==> config.mk <==
export PLATFORM = sky130hd
export DESIGN_NAME = sb_packet_deframing
export DESIGN_NICKNAME = d
export VERILOG_FILES = /design/src/rtl/sb_packet_deframing_pkg.sv /design/src/rtl/sb_packet_deframing_hold_reg.sv /design/src/rtl/sb_packet_deframing.sv
export SDC_FILE = /design/constraint.sdc
export NUM_CORES = 1
export LEC_CHECK = 0
export BUFFER_PORTS_ARGS = -buffer_cell sky130_fd_sc_hd__buf_2
export CAP_MARGIN = 0
export CORE_UTILIZATION = 59
export DETAILED_ROUTE_END_ITERATION = 12
export PLACE_DENSITY = 0.95
export SYNTH_ARGS = -nofsm -noshare
export SYNTH_HDL_FRONTEND = slang
export SYNTH_HIERARCHICAL = 1
export SYNTH_SLANG_ARGS = --single-unit
==> constraint.sdc <==
create_clock -name i_clk -period 5.05 [get_ports i_clk]
set_clock_uncertainty 0.1 [all_clocks]
set_input_delay 0.505 -clock i_clk [delete_from_list [all_inputs] [get_ports i_clk]]
set_output_delay 0.505 -clock i_clk [all_outputs]
set_load 0.02 [all_outputs]
==> src/rtl/sb_packet_deframing_pkg.sv <==
// -----------------------------------------------------------------------------
// sb_pkg
// Shared definitions for the sideband receive-path deframer:
//   - phase and header widths
//   - opcode field position and the data-bearing opcode list (sb_has_data)
//   - timeout-class field position and the "stop timeout counter" value
//   - deframer FSM state encoding
//   - even-parity helper used by the optional parity checker
// -----------------------------------------------------------------------------
package sb_pkg;

    localparam int HDR_W   = 62;
    localparam int PHASE_W = 64;

    // Header phase bit positions for the control and data parity bits
    localparam int CP_BIT = 62;
    localparam int DP_BIT = 63;

    // Opcode field
    localparam int OPC_LSB = 0;
    localparam int OPC_MSB = 4;

    localparam logic [4:0] OPC_DATA_0 = 5'b00001;
    localparam logic [4:0] OPC_DATA_1 = 5'b00101;
    localparam logic [4:0] OPC_DATA_2 = 5'b01001;
    localparam logic [4:0] OPC_DATA_3 = 5'b11001;
    localparam logic [4:0] OPC_DATA_4 = 5'b11011;

    // Timeout-class field
    localparam int         TMO_LSB      = 14;
    localparam int         TMO_MSB      = 17;
    localparam logic [3:0] TMO_STOP_VAL = 4'd5;

    typedef enum logic {
        ST_IDLE      = 1'b0,
        ST_WAIT_DATA = 1'b1
    } sb_deframe_state_e;

    // True when the opcode is followed by a data phase
    function automatic logic sb_has_data(input logic [4:0] opcode);
        logic result;
        case (opcode)
            OPC_DATA_0,
            OPC_DATA_1,
            OPC_DATA_2,
            OPC_DATA_3,
            OPC_DATA_4: result = 1'b1;
            default:    result = 1'b0;
        endcase
        return result;
    endfunction

    // Even parity (XOR reduction) of a full phase-width vector
    function automatic logic sb_parity(input logic [PHASE_W-1:0] vec);
        return ^vec;
    endfunction

endpackage

==> src/rtl/sb_packet_deframing_hold_reg.sv <==
// -----------------------------------------------------------------------------
// sb_deframe_hold_reg
// Single-entry valid/ready holding register between the deframer and the
// sideband message decoder. A new packet loads when the register is empty or
// is being consumed in the same cycle; otherwise it is dropped and an overflow
// pulse is raised. Held contents never change while pkt_valid is high except
// through a simultaneous consume+load.
//
// Ports:
//   clk, rst_n        clock, asynchronous active-low reset
//   pkt_in_valid      a good, complete packet is offered this cycle
//   pkt_in_header     offered header
//   pkt_in_data       offered data phase (0 for header-only)
//   pkt_in_has_data   offered packet carried a data phase
//   pkt_ready         downstream consumes the held packet
//   accept            combinational: the offered packet loads this cycle
//   pkt_valid         register full
//   header/data/has_data  held packet
//   overflow          one-cycle pulse: offered packet was dropped
// -----------------------------------------------------------------------------
module sb_deframe_hold_reg
    import sb_pkg::*;
(
    input  logic               clk,
    input  logic               rst_n,
    input  logic               pkt_in_valid,
    input  logic [HDR_W-1:0]   pkt_in_header,
    input  logic [PHASE_W-1:0] pkt_in_data,
    input  logic               pkt_in_has_data,
    input  logic               pkt_ready,
    output logic               accept,
    output logic               pkt_valid,
    output logic [HDR_W-1:0]   header,
    output logic [PHASE_W-1:0] data,
    output logic               has_data,
    output logic               overflow
);

    logic               valid_r;
    logic [HDR_W-1:0]   header_r;
    logic [PHASE_W-1:0] data_r;
    logic               has_data_r;
    logic               overflow_r;

    logic               consume_s;
    logic               accept_s;
    logic               drop_s;

    // Load / consume / drop decisions for the current cycle
    always_comb begin
        consume_s = valid_r & pkt_ready;
        accept_s  = pkt_in_valid & (~valid_r | pkt_ready);
        drop_s    = pkt_in_valid & valid_r & ~pkt_ready;
    end

    // Holding register state and overflow pulse
    always_ff @(posedge clk or negedge rst_n) begin
        if (!rst_n) begin
            valid_r    <= 1'b0;
            header_r   <= '0;
            data_r     <= '0;
            has_data_r <= 1'b0;
            overflow_r <= 1'b0;
        end else begin
            if (accept_s) begin
                valid_r    <= 1'b1;
                header_r   <= pkt_in_header;
                data_r     <= pkt_in_data;
                has_data_r <= pkt_in_has_data;
            end else if (consume_s) begin
                valid_r    <= 1'b0;
            end else begin
                valid_r    <= valid_r;
            end
            overflow_r <= drop_s;
        end
    end

    assign accept    = accept_s;
    assign pkt_valid = valid_r;
    assign header    = header_r;
    assign data      = data_r;
    assign has_data  = has_data_r;
    assign overflow  = overflow_r;

endmodule

==> src/rtl/sb_packet_deframing.sv <==
// -----------------------------------------------------------------------------
// sb_packet_deframing
// Sideband receive-path deframer. Reassembles header-only and header+data
// packets from 64-bit deserialized phases, optionally checks control/data
// parity, and hands complete packets to the message decoder through a
// single-entry valid/ready holding register.
//
// Header phase: [61:0] header, [62] CP = ^header, [63] DP = ^data (0 when no
// data phase follows). The opcode in header[4:0] decides whether a data phase
// follows.
//
// Build option:
//   SB_DEFRAME_PARITY_CHK_EN  defined: drop packets with a CP/DP mismatch and
//                             pulse o_parity_err. Undefined: CP/DP ignored,
//                             o_parity_err tied low, no parity logic built.
//
// Ports:
//   i_clk, i_rst_n        clock, asynchronous active-low reset
//   i_deser_data/valid    one phase per valid pulse from the deserializer
//   i_pkt_ready           downstream consumes the held packet
//   o_pkt_valid           holding register full
//   o_header/o_data       held packet (o_data = 0 for header-only packets)
//   o_has_data            held packet carried a data phase
//   o_parity_err          pulse: packet dropped on parity
//   o_overflow            pulse: good packet dropped, holding register full
//   o_timeout_ctr_stop    pulse: accepted packet has timeout class 5
// -----------------------------------------------------------------------------
module sb_packet_deframing
    import sb_pkg::*;
(
    input  logic               i_clk,
    input  logic               i_rst_n,
    input  logic [PHASE_W-1:0] i_deser_data,
    input  logic               i_deser_valid,
    input  logic               i_pkt_ready,
    output logic               o_pkt_valid,
    output logic [HDR_W-1:0]   o_header,
    output logic [PHASE_W-1:0] o_data,
    output logic               o_has_data,
    output logic               o_parity_err,
    output logic               o_overflow,
    output logic               o_timeout_ctr_stop
);

    sb_deframe_state_e  state_r;
    sb_deframe_state_e  next_state_s;
    logic [HDR_W-1:0]   hdr_r;

    logic               hdr_capture_s;
    logic               complete_s;
    logic [HDR_W-1:0]   cpl_hdr_s;
    logic [PHASE_W-1:0] cpl_data_s;
    logic               cpl_has_data_s;
    logic               good_s;
    logic               accept_s;
    logic               tstop_r;

    // Next-state and completed-packet assembly. A header-only packet completes
    // straight from the incoming phase; a data packet completes from the
    // latched header plus the incoming data phase.
    always_comb begin
        next_state_s   = state_r;
        hdr_capture_s  = 1'b0;
        complete_s     = 1'b0;
        cpl_hdr_s      = hdr_r;
        cpl_data_s     = '0;
        cpl_has_data_s = 1'b0;
        case (state_r)
            ST_IDLE: begin
                cpl_hdr_s = i_deser_data[HDR_W-1:0];
                if (i_deser_valid) begin
                    hdr_capture_s = 1'b1;
                    if (sb_has_data(i_deser_data[OPC_MSB:OPC_LSB])) begin
                        next_state_s = ST_WAIT_DATA;
                    end else begin
                        complete_s   = 1'b1;
                        next_state_s = ST_IDLE;
                    end
                end else begin
                    next_state_s = ST_IDLE;
                end
            end
            ST_WAIT_DATA: begin
                if (i_deser_valid) begin
                    complete_s     = 1'b1;
                    cpl_data_s     = i_deser_data;
                    cpl_has_data_s = 1'b1;
                    next_state_s   = ST_IDLE;
                end else begin
                    next_state_s   = ST_WAIT_DATA;
                end
            end
            default: begin
                next_state_s = ST_IDLE;
            end
        endcase
    end

    // FSM state register
    always_ff @(posedge i_clk or negedge i_rst_n) begin
        if (!i_rst_n) begin
            state_r <= ST_IDLE;
        end else begin
            state_r <= next_state_s;
        end
    end

    // Latched header of the packet in progress
    always_ff @(posedge i_clk or negedge i_rst_n) begin
        if (!i_rst_n) begin
            hdr_r <= '0;
        end else if (hdr_capture_s) begin
            hdr_r <= i_deser_data[HDR_W-1:0];
        end else begin
            hdr_r <= hdr_r;
        end
    end

`ifdef SB_DEFRAME_PARITY_CHK_EN
    logic cp_r;
    logic dp_r;
    logic cpl_cp_s;
    logic cpl_dp_s;
    logic perr_r;

    // Latched parity bits of the packet in progress
    always_ff @(posedge i_clk or negedge i_rst_n) begin
        if (!i_rst_n) begin
            cp_r <= 1'b0;
            dp_r <= 1'b0;
        end else if (hdr_capture_s) begin
            cp_r <= i_deser_data[CP_BIT];
            dp_r <= i_deser_data[DP_BIT];
        end else begin
            cp_r <= cp_r;
            dp_r <= dp_r;
        end
    end

    // Parity check of the completing packet; data is 0 for header-only packets
    always_comb begin
        if (state_r == ST_IDLE) begin
            cpl_cp_s = i_deser_data[CP_BIT];
            cpl_dp_s = i_deser_data[DP_BIT];
        end else begin
            cpl_cp_s = cp_r;
            cpl_dp_s = dp_r;
        end
        good_s = (cpl_cp_s == sb_parity({2'b00, cpl_hdr_s})) &
                 (cpl_dp_s == sb_parity(cpl_data_s));
    end

    // Parity error pulse
    always_ff @(posedge i_clk or negedge i_rst_n) begin
        if (!i_rst_n) begin
            perr_r <= 1'b0;
        end else begin
            perr_r <= complete_s & ~good_s;
        end
    end

    assign o_parity_err = perr_r;
`else
    assign good_s       = 1'b1;
    assign o_parity_err = 1'b0;
`endif

    sb_deframe_hold_reg u_hold (
        .clk             (i_clk),
        .rst_n           (i_rst_n),
        .pkt_in_valid    (complete_s & good_s),
        .pkt_in_header   (cpl_hdr_s),
        .pkt_in_data     (cpl_data_s),
        .pkt_in_has_data (cpl_has_data_s),
        .pkt_ready       (i_pkt_ready),
        .accept          (accept_s),
        .pkt_valid       (o_pkt_valid),
        .header          (o_header),
        .data            (o_data),
        .has_data        (o_has_data),
        .overflow        (o_overflow)
    );

    // Timeout-counter stop pulse for accepted packets of timeout class 5
    always_ff @(posedge i_clk or negedge i_rst_n) begin
        if (!i_rst_n) begin
            tstop_r <= 1'b0;
        end else begin
            tstop_r <= accept_s & (cpl_hdr_s[TMO_MSB:TMO_LSB] == TMO_STOP_VAL);
        end
    end

    assign o_timeout_ctr_stop = tstop_r;

endmodule

==> results of run 1 <==
==> final cells by class <==
class	count	area, sq um
Timing Repair Buffer	204	1060
Clock buffer	25	485
Sequential cell	193	4830
Multi-Input combinational cell	330	3940
Clock inverter	5	31.3
Tap cell	188	235
Fill cell	1037	4610
Inverter	2	7.51
==> layer usage <==
metal | up-vias | GRT usage, % | part of all wire [%]
li1 | 2370 | - | -
met5 | - | 0 | 0.089
met4 | 2 | 8.33 | 1.9
met2 | 166 | 37.6 | 47
met1 | 2699 | 31.8 | 46
met3 | 31 | 5.86 | 5.4
==> Yosys cell counts, drive strengths merged <==
cell type,instances,share of area (%)
mux2,251,37
dfrtp,193,53
and3,64,4.4
buf,30,4.1
clkbuf,13,0.53
nand2b,4,0.35
and2,2,0.16
inv,2,0.082
nand2,2,0.082
conb,1,0.041
mux2i,1,0.11
nand3,1,0.054
nor2,1,0.041
nor4,1,0.14
o21a,1,0.082
o21ai,1,0.054
==> cell families (layout without fill, tap and decap cells) <==
group | count (synthesis) | count (layout) | synth area share [%]
compound gates | 2 | 2 | 0.136
flops | 193 | 193 | 52.5
simple gates | 75 | 75 | 5.19
buf+inv | 45 | 236 | 4.71
mux | 252 | 252 | 37.4
other cells | 1 | 1 | 0.0408
==> per-stage QoR <==
stage                     setup slack [ps]  hold WS (ps)
after floorplan                       3170           109
after global placement                1820           382
after detailed placement              1720           386
after CTS                             2180           134
after global routing                  2040           164
final                                 2130          99.8
==> power by group through the flow <==
| stage | logic, mW | clock network, mW | registers, mW |
|---|---|---|---|
| global placement | 0.948 | 0 | 1.92 |
| global route | 1.03 | 1.29 | 1.93 |
| finish | 0.971 | 1.20 | 1.91 |
| floorplan | 0.535 | 0 | 2.08 |
| detailed placement | 0.978 | 0 | 1.93 |
| CTS | 0.980 | 1.23 | 1.91 |
==> registers in the layout (all words and copies together) (netlist names) <==
signal	cells
u_hold/overflow	1
u_hold/pkt_valid	1
state_r	1
u_hold/data	64
hdr_r	62
u_hold/header	62
o_timeout_ctr_stop	1
u_hold/has_data	1
==> critical path, cell delays in order <==
cell and delay (ps):
sky130_fd_sc_hd__buf_2 870, sky130_fd_sc_hd__o21a_1 270, sky130_fd_sc_hd__and2_4 430, sky130_fd_sc_hd__buf_4 600, sky130_fd_sc_hd__mux2_2 410
==> placed cells by master (no fill, tap or decap), drive strengths merged, types with 2 or more instances in the layout <==
master  Yosys  routed
clkinv      0       4
inv         2       2
and2        2       2
buf        30     203
and3       64      64
nand2       2       2
dfrtp     193     193
nand2b      4       4
clkbuf     13      26
mux2      251     251
==> path summary, 6_finish.rpt <==
kind / start / to / slack [ps] / cells past startpoint
setup / recovery: i_deser_valid / u_hold/header[34] / 2130 / 5
hold / removal: i_rst_n / u_hold/header[50] / 100 / 1
setup reg to reg: state_r / hdr_r[44] / 2420 / 3
hold reg to reg: u_hold/header[39] / u_hold/header[39] / 400 / 1
max in group asynchronous: i_rst_n / hdr_r[26] / 3600 / 2
min in group i_clk: i_deser_data[59] / hdr_r[59] / 240 / 2
==> impl_results.md, run 1 <==
* Result of the run: finished, final reports clean
* Number of core rows at 45
* Finish-stage setup viols at 0
* Routability congestion estimate at 0.745
* Number of nets in the synthesized netlist at 636
* Crit. End Element: flop
* Area growth from synthesis to layout at 15.2%
* Largest driver fanout on the critical path at 68
* Post-CTS Resized at 0
* Global route overflow at 0
* Overall die width at 127 microns
* Area inside the core boundary at 0.0152 sq mm
* Clock buffer count from CTS at 17
* Share of power burned in the clock network at 29.5%
* Vias per Instance at 5.56
* Switching share of power at 28.5%
* Distinct cell type count after synthesis at 22
* Wire length of the first global-routing pass at 29.8 mm
* Total chip power at 4.08 mW
* Reg power frac at 46.7%
* Hold Crit Class: in -> async
* Unrepaired setup endpoints after global routing: false
* Number of synthesized register bits at 193
* Clk slew on worst S/H paths at 70 ps
* Fraction of final layout cells with drive strength greater than 1 at 63.9%
* Switching component of the power at 1.16 mW
* Wire length reported by the detailed router at 18.1 mm
* DR vias at 5268
* Vias in the first global route at 5686
* Hold violation count in the final report at 0
* Count of H-tree levels built during CTS at 4
* Number of max-cap violations at 0
* Die height at 127 microns
* Post-CTS setup buffers at 0
* Count of non-filler cells in the finished layout at 947
* Starting density of the core at 60.5%
* Launching element type of the critical path: input pin
* Global-route total usage across every layer at 23.6%
* Number of I/O pins at 199
* Peak supply drop at 0.000228 V
* Cell count after synthesis at 568
* Mean post-synth cell area at 16.2 sq um
* Synth warnings at 6
* Reported leakage power at 5.59 nW
* Number of search-and-repair iterations in the first detailed-routing pass at 4
* CTS tree: yes
* Count of pins over their slew limit at 0
* Design area at 0.0106 sq mm
* Internal power of the cells at 2.92 mW
* Number of DRC markers in iteration 0 at 251
* Share of the core filled with cells at 69.7%
* Summed negative setup slack over all endpoints at 0 ps
* Wire per inst at 19.1 microns
* Worst setup path class: in -> reg
* Count of buffers from port buffering at 197
* Hold-fix buffers at CTS at 0
* # placed instances at 917
* Die outline area at 0.0161 sq mm
* Part of the cycle the worst path needs at 57.9%
* Data arrival time of the worst path at 3120 ps
* Max-slew headroom at 21.4%
* Post-route DRC at 0
* Half-perimeter wire length after placement at 11.6 mm
* Total number of clock tree sinks at 193
* CP Data Required Time at 5250 ps
* Ant diodes at 0
* Post-place instance area at 0.0101 sq mm
* Total Nets Final at 816
* Maximum number of pins on one net before global-route repair at 110
* Clk buf depth at 2
* Post-DRT Antenna Nets at 0
* Transition at the pin with the smallest max-transition slack at 1180 ps
* Crit path time final at 2920 ps
* Clock Tree Root: sky130_fd_sc_hd__clkbuf_16
* Synthesized area at 0.00919 sq mm
* Power per standard cell area at 386 mW/mm^2
* Clock latency of the later-clocked register in the worst-skew pair at 410 ps
* Register area share after synthesis at 52.5%
* Part of the power in combinational logic at 23.8%
* Maximum frequency from static timing analysis at 0.342 GHz
* Number of antenna violations at the first check in global routing at 1
Power figures use the tool's default switching activity.
==> run 2, diff against run 1 <==
--- a/config.mk
+++ b/config.mk
@@ -7,9 +7,9 @@
 export LEC_CHECK = 0
 export BUFFER_PORTS_ARGS = -buffer_cell sky130_fd_sc_hd__buf_2
 export CAP_MARGIN = 0
-export CORE_UTILIZATION = 59
+export CORE_UTILIZATION = 55
 export DETAILED_ROUTE_END_ITERATION = 12
-export PLACE_DENSITY = 0.95
+export PLACE_DENSITY = 0.9
 export SYNTH_ARGS = -nofsm -noshare
 export SYNTH_HDL_FRONTEND = slang
 export SYNTH_HIERARCHICAL = 1
==> constraint.sdc (replaced) <==
create_clock -name i_clk -period 2.95 [get_ports i_clk]
set_clock_uncertainty 0.1 [all_clocks]
set_input_delay 0.295 -clock i_clk [delete_from_list [all_inputs] [get_ports i_clk]]
set_output_delay 0.295 -clock i_clk [all_outputs]
set_load 0.02 [all_outputs]
==> impl_results.md, run 2 (synthesized netlist as in run 1, its figures left out) <==
* Result of the run: finished, final reports clean
* Count of H-tree levels built during CTS at 4 (unchanged)
* Commonest cells after routing, fill and taps aside: sky130_fd_sc_hd__buf_2 (196), sky130_fd_sc_hd__dfrtp_1 (192), sky130_fd_sc_hd__mux2_4 (160)
* Fraction of final layout cells with drive strength greater than 1 at 64.6% (+0.68 points)
* Post-route DRC at 0 (unchanged)
* Slack of the critical path at 746 ps (-1380 ps)
* Count of pins over their slew limit at 0 (unchanged)
* Global route overflow at 0 (unchanged)
* Launching element type of the critical path: flop
* Total Nets Final at 820 (+0.49%)
* Flip-flop count of the largest register after layout at 64 (unchanged)
* Unrepaired setup endpoints after global routing: false
* Transition at the pin with the smallest max-transition slack at 746 ps (-433 ps)
* Reported leakage power at 5.67 nW (+1.6%)
* Finish-stage setup viols at 0 (unchanged)
* Number of search-and-repair iterations in the first detailed-routing pass at 4 (unchanged)
* Vias in the first global route at 5660 (-0.46%)
* Hold violation count in the final report at 0 (unchanged)
* Share of the core filled with cells at 67.0% (-2.7 points)
* Starting density of the core at 57.0% (-3.4 points)
* Wire length reported by the detailed router at 18.6 mm (+3.1%)
* Wire length of the first global-routing pass at 30.6 mm (+2.5%)
* Total number of clock tree sinks at 193 (unchanged)
* Max stage delay cell, worst path: sky130_fd_sc_hd__buf_4
* Register area at 0.00483 sq mm (unchanged)
* CP Data Required Time at 3150 ps (-2100 ps)
* Crit path time final at 2200 ps
* Part of the cycle the worst path needs at 74.7%
* Vias per Instance at 5.35 (-3.8%)
* Critical path's most frequent cell: sky130_fd_sc_hd__mux2_2
* Global-route total usage across every layer at 22.4% (-1.3 points)
* Leading cell type in the layout, fill and taps excluded: sky130_fd_sc_hd__buf_2
* CP max stage delay at 620 ps (-250 ps)
* Post-CTS Resized at 0 (unchanged)
* Total chip power at 7.29 mW (+79%)
* Number of I/O pins at 199 (unchanged)
* Footprint of the multi-input gates at 0.00394 sq mm (unchanged)
* Area growth from synthesis to layout at 17.5%
* DR vias at 5255 (-0.25%)
* Power per standard cell area at 675 mW/mm^2 (+75%)
* Half-perimeter wire length after placement at 11.6 mm (+0.32%)
* Smallest hold slack at 24.7 ps (-75.1 ps)
* Number of inserted filler cells in the final layout at 1122 (+8.2%)
* Clock Tree Root: sky130_fd_sc_hd__clkbuf_16
* Clk buf depth at 2 (unchanged)
* Number of antenna violations at the first check in global routing at 1 (unchanged)
* CP Cell Sequence: buf_4 > mux2_2 > mux2_2
* Largest driver fanout on the critical path at 69 (+1.5%)
* Count of buffers from port buffering at 197 (unchanged)
* Worst setup path class: reg -> reg
* CTS tree: yes
* Overall die width at 131 microns (+3.5%)
* Die height at 131 microns (+3.5%)
* Crit. End Element: flop
* Hold Crit Class: in -> reg
* Maximum number of pins on one net before global-route repair at 75 (-32%)
* Clock latency of the later-clocked register in the worst-skew pair at 430 ps (+20 ps)
* Maximum frequency from static timing analysis at 0.454 GHz
* Worst slack at placement at 793 ps (-927 ps)
* Routability congestion estimate at 0.728 (-2.3%)
* Max-slew headroom at 50.3% (+29 points)
* Wire per inst at 19.0 microns (-0.55%)
* Post-DRT Antenna Nets at 0 (unchanged)
* Clk slew on worst S/H paths at 70 ps (about the same)
* Number of max-cap violations at 0 (unchanged)
* Number of core rows at 46 (+2.2%)
* Clock buffer count from CTS at 17 (unchanged)
* Data arrival time of the worst path at 2410 ps (-710 ps)
* Area inside the core boundary at 0.0161 sq mm (+6.0%)
* Summed negative setup slack over all endpoints at 0 ps (unchanged)
* Number of DRC markers in iteration 0 at 188 (-25%)
* Peak supply drop at 0.000468 V (+110%)
* Die outline area at 0.0172 sq mm (+7.2%)
run 2: changes by cell type in the layout (fill, tap and decap cells not counted), sizes merged:
cell / previous run / this run
inv: 2 / 4
buf: 203 / 206
bufinv: 0 / 3
clkinv: 4 / 9
clkinvlp: 1 / 0
dlygate4sd3: 0 / 1
diode: 0 / 1
clkbuf: 26 / 19
run 2: cell type report:
cell class                      count  area share [%]
Tap cell                          216            2.50
Clock buffer                       18            3.97
Antenna cell                        1          0.0232
Inverter                            2          0.0695
Clock inverter                     14            1.52
Timing Repair Buffer              208            10.7
Multi-Input combinational cell    330            36.5
Sequential cell                   193            44.8
run 2: where the power goes:
| group | internal, mW | switching (mW) |
|---|---|---|
| sequential | 3.03 | 0.231 |
| combinational | 0.848 | 0.839 |
| clock | 1.34 | 1.01 |
run 2: worst paths after layout:
path | cells past startpoint | to | startpoint | slack, ps
min in group asynchronous | 2 | u_hold/header[48] | i_rst_n | 360
max in group asynchronous | 3 | u_hold/data[24] | i_rst_n | 1620
worst max-delay path | 3 | u_hold/header[42] | state_r | 750
worst max register to register | 3 | u_hold/header[42] | state_r | 750
worst min-delay path | 2 | hdr_r[6] | i_deser_data[6] | 20
worst min register to register | 1 | hdr_r[33] | hdr_r[33] | 400
run 2: through the flow:
step                      area, sq um  cells
after floorplan                  9190    568
after global placement          10200    948
after detailed placement        10200    948
after CTS                       10800    981
after global routing            10800    982
final                           10800    982
run 2: routing by layer:
| metal | part of all wire, % | GRT usage (%) | vias to the layer above |
|---|---|---|---|
| li1 | - | - | 2393 |
| met1 | 46 | 30.0 | 2709 |
| met2 | 48 | 35.7 | 142 |
| met3 | 5.5 | 6.56 | 11 |
| met4 | 0.63 | 5.68 | 0 |
| met5 | 0 | 0 | - |
run 2: worst max-delay path, delay by kind of cell (launching register included):
kind / cells / cell delay (ps)
mux: 2 / 690
buf+inv: 1 / 620
flops: 1 / 600
run 2: what timing repair did:
action | in CTS | in global routing
hold endpoints to repair | 72 | 0
hold buffers | 1 | 0
setup endpoints to repair | 0 | 0
setup buffers | 0 | 0
==> run 3, diff against run 2 <==
--- a/config.mk
+++ b/config.mk
@@ -7,9 +7,9 @@
 export LEC_CHECK = 0
 export BUFFER_PORTS_ARGS = -buffer_cell sky130_fd_sc_hd__buf_2
 export CAP_MARGIN = 0
-export CORE_UTILIZATION = 55
+export CORE_UTILIZATION = 50
 export DETAILED_ROUTE_END_ITERATION = 12
-export PLACE_DENSITY = 0.9
+export PLACE_DENSITY = 0.86
 export SYNTH_ARGS = -nofsm -noshare
 export SYNTH_HDL_FRONTEND = slang
 export SYNTH_HIERARCHICAL = 1
==> constraint.sdc (replaced) <==
create_clock -name i_clk -period 1.85 [get_ports i_clk]
set_clock_uncertainty 0.1 [all_clocks]
set_input_delay 0.185 -clock i_clk [delete_from_list [all_inputs] [get_ports i_clk]]
set_output_delay 0.185 -clock i_clk [all_outputs]
set_load 0.02 [all_outputs]
==> impl_results.md, run 3 (synthesized netlist as in run 1, its figures left out) <==
* Result of the run: finished, final reports clean
* Number of search-and-repair iterations in the first detailed-routing pass at 4 (unchanged)
* Part of the power in combinational logic at 24.7% (+1.6 points)
* Launching element type of the critical path: flop
* Internal power of the cells at 8.51 mW (+63%)
* Vias per Instance at 5.23 (-2.3%)
* Switching component of the power at 3.38 mW (+62%)
* Commonest cells after routing, fill and taps aside: sky130_fd_sc_hd__buf_2 (195), sky130_fd_sc_hd__dfrtp_1 (192), sky130_fd_sc_hd__mux2_4 (160)
* Part of the cycle the worst path needs at 97.3% (+23 points)
* Crit path time final at 1800 ps (-404 ps)
* Number of I/O pins at 199 (unchanged)
* Kind of cell with the highest combined delay on the critical path: flip-flops
* Finish-stage setup viols at 0 (unchanged)
* Footprint of the multi-input gates at 0.00394 sq mm (unchanged)
* Area inside the core boundary at 0.0180 sq mm (+11%)
* Count of H-tree levels built during CTS at 4 (unchanged)
* CP Data Required Time at 2050 ps (-1100 ps)
* Data arrival time of the worst path at 2000 ps (-410 ps)
* DR vias at 5610 (+6.8%)
* Worst setup path class: reg -> reg
* Overall die width at 138 microns (+4.8%)
* Clock Tree Root: sky130_fd_sc_hd__clkbuf_16
* Switching share of power at 28.4% (-0.13 points)
* Number of max-cap violations at 0 (unchanged)
* Vias in the first global route at 6106 (+7.9%)
* Total number of cells along the worst setup path at 5 (+2)
* Post-DRT Antenna Nets at 0 (unchanged)
* Total chip power at 11.9 mW (+63%)
* CTS tree: yes
* Unrepaired setup endpoints after global routing: false
* Power per standard cell area at 1010 mW/mm^2 (+50%)
* Total Nets Final at 899 (+9.6%)
* Number of antenna violations at the first check in global routing at 1 (unchanged)
* Number of cells on the worst hold path at 3 (+1)
* Flip-flop count of the largest register after layout at 64 (unchanged)
* Number of core rows at 49 (+6.5%)
* Post-place instance area at 0.0104 sq mm (+2.1%)
* Count of pins over their slew limit at 0 (unchanged)
* Summed negative setup slack over all endpoints at 0 ps (unchanged)
* Area growth from synthesis to layout at 27.5%
* Post-route DRC at 0 (unchanged)
* Die outline area at 0.0189 sq mm (+9.8%)
* Starting density of the core at 51.2% (-5.9 points)
* Wire length reported by the detailed router at 20.5 mm (+9.8%)
* Crit. End Element: flop
* Wire per inst at 19.1 microns (+0.50%)
* Reported leakage power at 6.07 nW (+6.9%)
* Design area at 0.0117 sq mm (+8.5%)
* Share of the core filled with cells at 65.2% (-1.8 points)
* Fraction of final layout cells with drive strength greater than 1 at 60.5% (-4.1 points)
* Largest driver fanout on the critical path at 16 (-77%)
* Maximum frequency from static timing analysis at 0.556 GHz (+22%)
* Global route overflow at 0 (unchanged)
* Hold violation count in the final report at 0 (unchanged)
* CP max stage delay at 520 ps (-100 ps)
* Smallest hold slack at 55.3 ps (+30.5 ps)
* Hold Crit Class: in -> reg
* Number of inserted filler cells in the final layout at 1253 (+12%)
* Worst Path Buf+Inv at 2 (+1)
* Maximum number of pins on one net before global-route repair at 50 (-33%)
* Clock latency of the later-clocked register in the worst-skew pair at 420 ps (about the same)
* Max stage delay cell, worst path: sky130_fd_sc_hd__dfrtp_4
* Half-perimeter wire length after placement at 12.5 mm (+7.4%)
* Routability congestion estimate at 0.747 (+2.6%)
* Reg power frac at 43.6% (-1.1 points)
* Register area at 0.00483 sq mm (unchanged)
* Number of cells traversed by the worst register-to-register path at 5 (+2)
* Wire length of the first global-routing pass at 32.3 mm (+5.6%)
* CP Cell Sequence: o21a_1 > and2_4 > buf_4 > buf_16 > mux2_4
* Leading cell type in the layout, fill and taps excluded: sky130_fd_sc_hd__buf_2
* Peak supply drop at 0.000820 V (+75%)
* Number of DRC markers in iteration 0 at 227 (+21%)
* Clk buf depth at 2 (unchanged)
* Global-route total usage across every layer at 22.5% (+0.11 points)
* Clk slew on worst S/H paths at 70 ps (about the same)
* Count of buffers from port buffering at 197 (unchanged)
* Total number of clock tree sinks at 193 (unchanged)
* Clock buffer count from CTS at 17 (unchanged)
* Die height at 138 microns (+4.8%)
* Share of power burned in the clock network at 31.8% (-0.4 points)
[run 3: cell types whose count changed in the layout (fill, tap and decap cells not counted), sizes merged]
cell          change
dlymetal6s4s      +1
clkbuf            +2
clkinv            -5
buf              +16
clkinvlp          +2
inv               +1
dlygate4sd3      +61
[run 3: repair_timing]
action,4_1_cts,5_1_grt
endpoints found under the setup margin,0,74
hold endpoints to repair,213,0
setup buffers,0,2
resized for setup,0,3
hold buffers,63,0
[run 3: power by group through the flow]
stage          Combinational (mW)  Clock, mW  Sequential, mW
2_1_floorplan                1.46          0            5.68
3_3_place_gp                 2.73          0            5.21
3_5_place_dp                 2.80          0            5.23
4_1_cts                      2.91       3.85            5.18
5_1_grt                      3.12       4.02            5.25
6_report                     2.93       3.78            5.18
[run 3: final timing paths]
path,start,endpoint,slack (ps)
hold reg to reg,hdr_r[20],hdr_r[20],400
setup reg to reg,state_r,u_hold/data[25],50
setup / recovery,state_r,u_hold/data[25],50
max in group asynchronous,i_rst_n,hdr_r[61],910
hold / removal,i_deser_data[4],hdr_r[4],60
min in group asynchronous,i_rst_n,u_hold/header[40],180
[run 3: cell type report]
cell class | count | share of cell area (%)
multi-input cells | 330 | 33.6
clock inverters | 12 | 1.32
diodes | 1 | 0.0214
clock buffers | 19 | 3.78
inverters | 2 | 0.0641
flip-flops and latches | 193 | 41.2
well taps | 229 | 2.45
repair buffers | 287 | 17.5
[run 3: stage by stage]
stage,setup WS (ps),cells
finish,50.4,1073
global route,4.17,1072
CTS,70.4,1068
detailed placement,20.8,974
global placement,63.0,974
floorplan,16.0,568
[run 3: worst register-to-register path, stage by stage, from the launching register on]
cell                      delay, ps
sky130_fd_sc_hd__dfrtp_4        520
sky130_fd_sc_hd__o21a_1         210
sky130_fd_sc_hd__and2_4         220
sky130_fd_sc_hd__buf_4          160
sky130_fd_sc_hd__buf_16         160
sky130_fd_sc_hd__mux2_4         320
[run 3: metal layers]
layer  part of all wire [%]  wire (microns)  GRT usage (%)
met1                     44            8950           28.7
met2                     50           10200           37.5
met3                    4.9             995           5.08
met4                    1.6             318           7.69
met5                      0               0              0
